File: src/rtl/divisor_param.sv
// Multi-cycle restoring divider that produces one quotient bit per clock and uses a start/busy/done handshake.
// Define DIVISOR_SIGNED_EN to add the signed_op port and two's-complement division that truncates toward zero.
module divisor_param #(
    parameter int WIDTH = 8,
    parameter int CNT_W = $clog2(WIDTH + 1)
) (
    input  logic             clk,
    input  logic             rst,
    input  logic             start,
`ifdef DIVISOR_SIGNED_EN
    input  logic             signed_op,
`endif
    input  logic [WIDTH-1:0] a,
    input  logic [WIDTH-1:0] b,
    output logic             busy,
    output logic             done,
    output logic [WIDTH-1:0] cociente,
    output logic [WIDTH-1:0] residuo,
    output logic             div_cero
);

    typedef enum logic [1:0] {IDLE, CALC, DONE} state_t;

    state_t           state;
    logic [WIDTH-1:0] q;
    logic [WIDTH-1:0] d;
    logic [WIDTH:0]   r;
    logic [CNT_W-1:0] cnt;
    logic             neg_q;
    logic             neg_r;

    logic [WIDTH:0]   r_sh;
    logic [WIDTH:0]   t;
    logic [WIDTH:0]   r_nx;
    logic [WIDTH-1:0] q_nx;
    logic             sa;
    logic             sb;

    // Two's-complement negate when requested. This function is used for both magnitude extraction and the final sign fix-up.
    function automatic logic [WIDTH-1:0] apply_sign(input logic [WIDTH-1:0] v, input logic neg);
        return neg ? (~v + WIDTH'(1)) : v;
    endfunction

`ifdef DIVISOR_SIGNED_EN
    always_comb begin
        sa = signed_op & a[WIDTH-1];
        sb = signed_op & b[WIDTH-1];
    end
`else
    always_comb begin
        sa = 1'b0;
        sb = 1'b0;
    end
`endif

    // One restoring step. The partial remainder is always below D, so bit WIDTH of R is zero before the shift.
    always_comb begin
        r_sh = {r[WIDTH-1:0], q[WIDTH-1]};
        t    = r_sh - {1'b0, d};
        if (!t[WIDTH]) begin
            r_nx = t;
            q_nx = {q[WIDTH-2:0], 1'b1};
        end else begin
            r_nx = r_sh;
            q_nx = {q[WIDTH-2:0], 1'b0};
        end
    end

    always_ff @(posedge clk) begin
        if (!rst) begin
            state    <= IDLE;
            busy     <= 1'b0;
            done     <= 1'b0;
            div_cero <= 1'b0;
            cociente <= '0;
            residuo  <= '0;
            q        <= '0;
            d        <= '0;
            r        <= '0;
            cnt      <= '0;
            neg_q    <= 1'b0;
            neg_r    <= 1'b0;
        end else begin
            case (state)
                IDLE: begin
                    done <= 1'b0;
                    if (start) begin
                        busy <= 1'b1;
                        q    <= a;
                        if (b == '0) begin
                            state    <= DONE;
                            done     <= 1'b1;
                            cociente <= '1;
                            residuo  <= a;
                            div_cero <= 1'b1;
                        end else begin
                            q        <= apply_sign(a, sa);
                            d        <= apply_sign(b, sb);
                            r        <= '0;
                            cnt      <= '0;
                            neg_q    <= sa ^ sb;
                            neg_r    <= sa;
                            div_cero <= 1'b0;
                            state    <= CALC;
                        end
                    end
                end
                CALC: begin
                    q   <= q_nx;
                    r   <= r_nx;
                    cnt <= cnt + CNT_W'(1);
                    // Results are registered on entry to DONE, so done and the outputs appear together.
                    if (cnt == CNT_W'(WIDTH - 1)) begin
                        state    <= DONE;
                        done     <= 1'b1;
                        cociente <= apply_sign(q_nx, neg_q);
                        residuo  <= apply_sign(r_nx[WIDTH-1:0], neg_r);
                    end
                end
                DONE: begin
                    done  <= 1'b0;
                    busy  <= 1'b0;
                    state <= IDLE;
                end
                default: state <= IDLE;
            endcase
        end
    end

endmodule

File: config.mk
export PLATFORM = sky130hd
export DESIGN_NAME = divisor_param
export DESIGN_NICKNAME = d
export VERILOG_FILES = /design/src/rtl/divisor_param.sv
export SDC_FILE = /design/constraint.sdc
export NUM_CORES = 1
export LEC_CHECK = 0
export CORE_UTILIZATION = 58
export CTS_CLUSTER_SIZE = 12
export DETAILED_ROUTE_END_ITERATION = 10
export PLACE_DENSITY = 0.86
export SLEW_MARGIN = 20
export SYNTH_ARGS = -nofsm -noshare
export SYNTH_HDL_FRONTEND = slang
export SYNTH_SLANG_ARGS = --single-unit
File: constraint.sdc
create_clock -name clk -period 6.55 [get_ports clk]
set_input_delay 0.9825 -clock clk [delete_from_list [all_inputs] [get_ports clk]]
set_output_delay 0.9825 -clock clk [all_outputs]
set_load 0.01 [all_outputs]
; Yosys cells after proc, flatten, opt, wreduce, memory -nomap -nowiden
; Index checks and enable logic that the tools add are counted.
[word_totals]
reg_bits = 49
latch_bits = 0
ramBits = 0
rom_bits = 0
inputBits = 19
output_inout_bits = 19
word_cells = 61
mem_count = 0
[classes]
n_addsub = 2
n_mul = 0
div = 0
n_lt_le_gt_ge = 0
n_eq_ne = 7
n_shift = 0
mux = 28
bitwise_logic = 1
n_reduce_logical = 13
[op_table]
columns = op, count
row1 = 2-to-1 mux 8 bit, 10
row2 = case mux 8 bit (2 select lines), 4
row3 = AND reduction 2 bit, 5
row4 = subtractor 9 x 8 -> 9 bit, 1
row5 = zero test 8 bit, 1
row6 = 2-to-1 mux 4 bit, 2
row7 = != test 2 bit (second input constant), 4
row8 = case mux 4 bit (2 select lines), 1
row9 = 2-to-1 mux 2 bit, 3
row10 = AND reduction 3 bit, 2
row11 = 2-to-1 mux 1 bit, 5
row12 = adder 4 x 1 -> 4 bit (second input constant), 1
row13 = equality test 4 x 3 -> 1 bit (second input constant), 1
row14 = case mux 2 bit (2 select lines), 1
row15 = AND reduction 4 bit, 1
row16 = nonzero test 2 bit, 2
row17 = case mux 1 bit (3 select lines), 1
row18 = nonzero test 3 bit, 1
row19 = equality test 2 x 1 -> 1 bit (second input constant), 1
row20 = equality test 2 bit (second input constant), 1
row21 = zero test 2 bit, 1
row22 = case mux 1 bit (2 select lines), 1
row23 = NOT 1 bit, 1

; Logic depth before layout (Yosys ltp)
[depth]
word_depth = 4
mapped_depth = 11

; Least setup slack after synthesis
; OpenSTA, ideal clock, no wires.
[synth_timing]
path_kind = input to register
start = input b[3]
end = register residuo[0]
setup_time_ps = 81
t_arrival_ps = 2325
setup_slack_ps = 4145
path_stages = 7
cell_sequence = nor4_1 > nand2_1 > a21oi_1 > a21boi_0 > buf_2 > o21ai_0 > a41oi_1
[synth_between]
elab_chain_len = 3
[synth_rtl]
columns = element, line
row1 = "start, declared", 14  ; input logic [WIDTH-1:0] b,
row2 = zero test 8 bit, 90  ; if (b == '0) begin
row3 = != test 2 bit (no source line), -
row4 = AND reduction 4 bit (no source line), -
row5 = "end signal, assigned", 117  ; residuo <= apply_sign(r_nx[WIDTH-1:0], neg_r);
row6 = "end, declared", 18  ; output logic [WIDTH-1:0] residuo,
; Every way passes these cells.
; A chain may end at the register's enable or synchronous reset.

; Worst setup path after layout
[layout_timing]
start = input b[4]
end = register r[1]
[layout_between]
elab_chain_len = 3
[layout_rtl]
columns = element, line
row1 = zero test 8 bit, 90
row2 = != test 2 bit (no source line), -
row3 = AND reduction 3 bit (no source line), -
row4 = "end signal, assigned", 110  ; r <= r_nx;
row5 = "end, declared", 27  ; logic [WIDTH:0] r;
; Every way passes these cells.

==> metrics.cfg <==
[timing]
drv_slew = 0
finalSetupTns_ns = 0
worst_slew_pin_slew_ns = 1.023
fin_crit_sh_pct = 49.73
slew_headroom_pct = 31.35
fmaxAchievable_ghz = 0.3070
period_minus_slack_ns = 3.257
hold_viol = 0
clock_skew_ns = 0.01273
rsz0062_at_grt = false
setup_viol = 0

[yosys]
synth_fp_nets = 347
synth_top_family_by_area = compound AO/OA/AOI/OAI gates
synth_fa_ha_area_share_pct = 7.006
netlist_area_sq_mm = 0.002608
synthDistinctLibCells = 51
synth-edff-count = 0
synth-seq-cells = 49
synth.avg_cell_area_sq_um = 8.304
yosys.area_share.xor_xnor_pct = 1.008
synth_ff_type = dfxtp_1
synth_mux_area_share_pct = 5.038
synth_compound_area_share_pct = 25.34
syn_inst = 314
yosys_warnings = 0
ys_seq_area_share_pct = 37.62
synthArstFlopShare_pct = 0
synth-simple-area-share_pct = 18.86

[finish]
fill_cells = 355
multiInputGateArea_sq_mm = 0.001500
postLayoutCoreUtil_pct = 71.47
syn_to_final_growth_pct = 18.52
final_common_cell = dfxtp_1
antennaDiodeCount = 0
drive_above_1_share_pct = 7.267
final_cell_mix = dfxtp_1 (49), clkdlybuf4s50_1 (37), nor2_1 (33)
ff_latch_area_sq_um = 980.9
nNetsFinal = 376

[clock_tree]
clock_path_buffers = 2
cts.reportedPaths.clkPinSlew_ns = 0.09
cts_resized = 0
cts-root-buf = clkbuf_8
cts_tree = done
numCtsBuffers = 5
post_cts_buffers = 0
worstSkewPairLatency_ns = 0.32
cts_htree_levels = 2
holdBufCountCts = 0
clkSinkCount = 49

[power]
p_leak_nw = 1.110
cellPowerDensity_mw_per_mm2 = 286.5
ir_drop_mv = 0.2413

[floorplan]
ioPinCount = 38
rows = 24
dieArea_sq_mm = 0.004768
core-area_sq_mm = 0.004324
die_x_um = 69.05
fp.dieH_um = 69.05
initial_core_util_pct = 60.30

[route]
drtPass1Iterations = 5
drt_iter0_drc = 251
detail_route.wl_per_cell_um = 16.08
via_per_inst = 6.114
wl_um = 6369
vias = 2421
drc = 0
ant_nets = 0

[critical_path]
cp-start-kind = input pin
critPathMaxStageDelay_ns = 0.60
r2r_slack_ns = 3.74
cp_cell_sequence = clkdlybuf4s50_1 -> nor4_1 -> a21oi_1 -> buf_4 -> a21oi_2 -> nor2_1 -> a21boi_0 -> o21a_1
critPathCaptureType = flip-flop
crit_required_ns = 6.76
crit_slowest_cell = a21oi_2
cp_max_fo = 18
crit_type = in2reg
cp_data_arrival_time_ns = 3.47

[global_route]
track_usage_pct = 27.86
grt.overflow.total = 0
grt_antenna_before_repair = 0
grt_pass1_wl_um = 10760
grt_pass1_vias = 2334
grt_max_degree = 39

[outcome]
outcome = finished, final reports clean

[min_path]
min_path_type = reg2reg

[place]
numPortBuffers = 37
gp_congestion = 0.9265
place.detailed.hpwl_um = 4389

[run]
drv_cap = 0

==> critical path, delay by kind of cell <==
family,cells,cell delay [ns]
AO/OA/AOI/OAI,4,1.12
buffers and inverters,2,0.64
AND/OR/NAND/NOR,2,0.72
==> final cells by class <==
type,count,share of cell area (%)
inverters,15,1.822
clock inverters,3,0.8502
clock buffers,5,2.227
repair buffers,40,12.71
well taps,52,2.105
flip-flops and latches,49,31.74
multi-input cells,232,48.54
==> worst paths after layout <==
check	start	end	depth (start not counted)
setup / recovery	b[4]	r[1]	8
hold / removal	cociente[6]	cociente[6]	2
setup reg to reg	state[1]	q[2]	7
hold reg to reg	cociente[6]	cociente[6]	2
==> flip-flops by register name (all words and copies together), names as in the netlist <==
| signal | cells |
|---|---|
| d | 8 |
| q | 8 |
| state | 2 |
| residuo | 8 |
| busy | 1 |
| div_cero | 1 |
| cociente | 8 |
| cnt | 4 |
| done | 1 |
| r | 8 |
==> cells in the mapped netlist, drive strengths merged (2+ instances only) <==
master   n  area (sq um)
o21ai   26         130.1
a211oi   8         65.06
a21o     2         15.01
a21oi   26         130.1
mux2i   12         120.1
buf      5         28.78
nand4    4         25.02
a31oi    9         56.30
xnor2    2         17.52
or4      2         15.01
o31ai    3         50.05
nor4     3         18.77
ha      13         162.7
nand3b   2         15.01
clkbuf  13         48.80
o211ai   4         30.03
a21boi   3         22.52
nand3   12         60.06
nand2b   2         12.51
dfxtp   49         980.9
nor2    34         135.1
o21a     4         30.03
a311oi   2         17.52
or3      4         25.02
a22oi    3         27.52
o31a     3         35.04
nor3     6         30.03
inv     15         56.30
nand2   30         117.6
==> per-stage QoR <==
stage          instances  power (mW)  cell area, sq um  hold slack, ns  setup WS (ns)
2_1_floorplan        314      0.5888              2608          0.4452          4.145
6_report             396      0.8853              3090          0.4573          3.293
3_5_place_dp         388      0.6920              2988          0.4462          2.570
4_1_cts              396      0.8793              3083          0.4590          2.832
3_3_place_gp         388      0.6826              2988          0.4402          2.722
5_1_grt              396      0.9318              3090          0.4794          2.996
==> report_power, final <==
group | total, mW | switching [mW] | leakage (nW) | internal, mW
clock network | 0.192 | 0.114 | 0.0423 | 0.0779
logic | 0.330 | 0.192 | 0.667 | 0.139
registers | 0.363 | 0.0256 | 0.401 | 0.338
==> cell families after synthesis <==
| family | after synthesis |
|---|---|
| flops | 49 |
| buf+inv | 33 |
| compound gates | 98 |
| mux | 13 |
| xor+xnor | 3 |
| simple gates | 104 |
| fa+ha+maj | 14 |
==> layer usage <==
metal	part of all wire [%]	up-vias	GRT usage, %
met5	0	-	0
met4	2.3	0	10.43
met3	6.9	21	4.825
met2	48	107	47.03
met1	43	1106	35.43
li1	-	1187	-
Note: power is estimated with default switching activity, not from simulation.
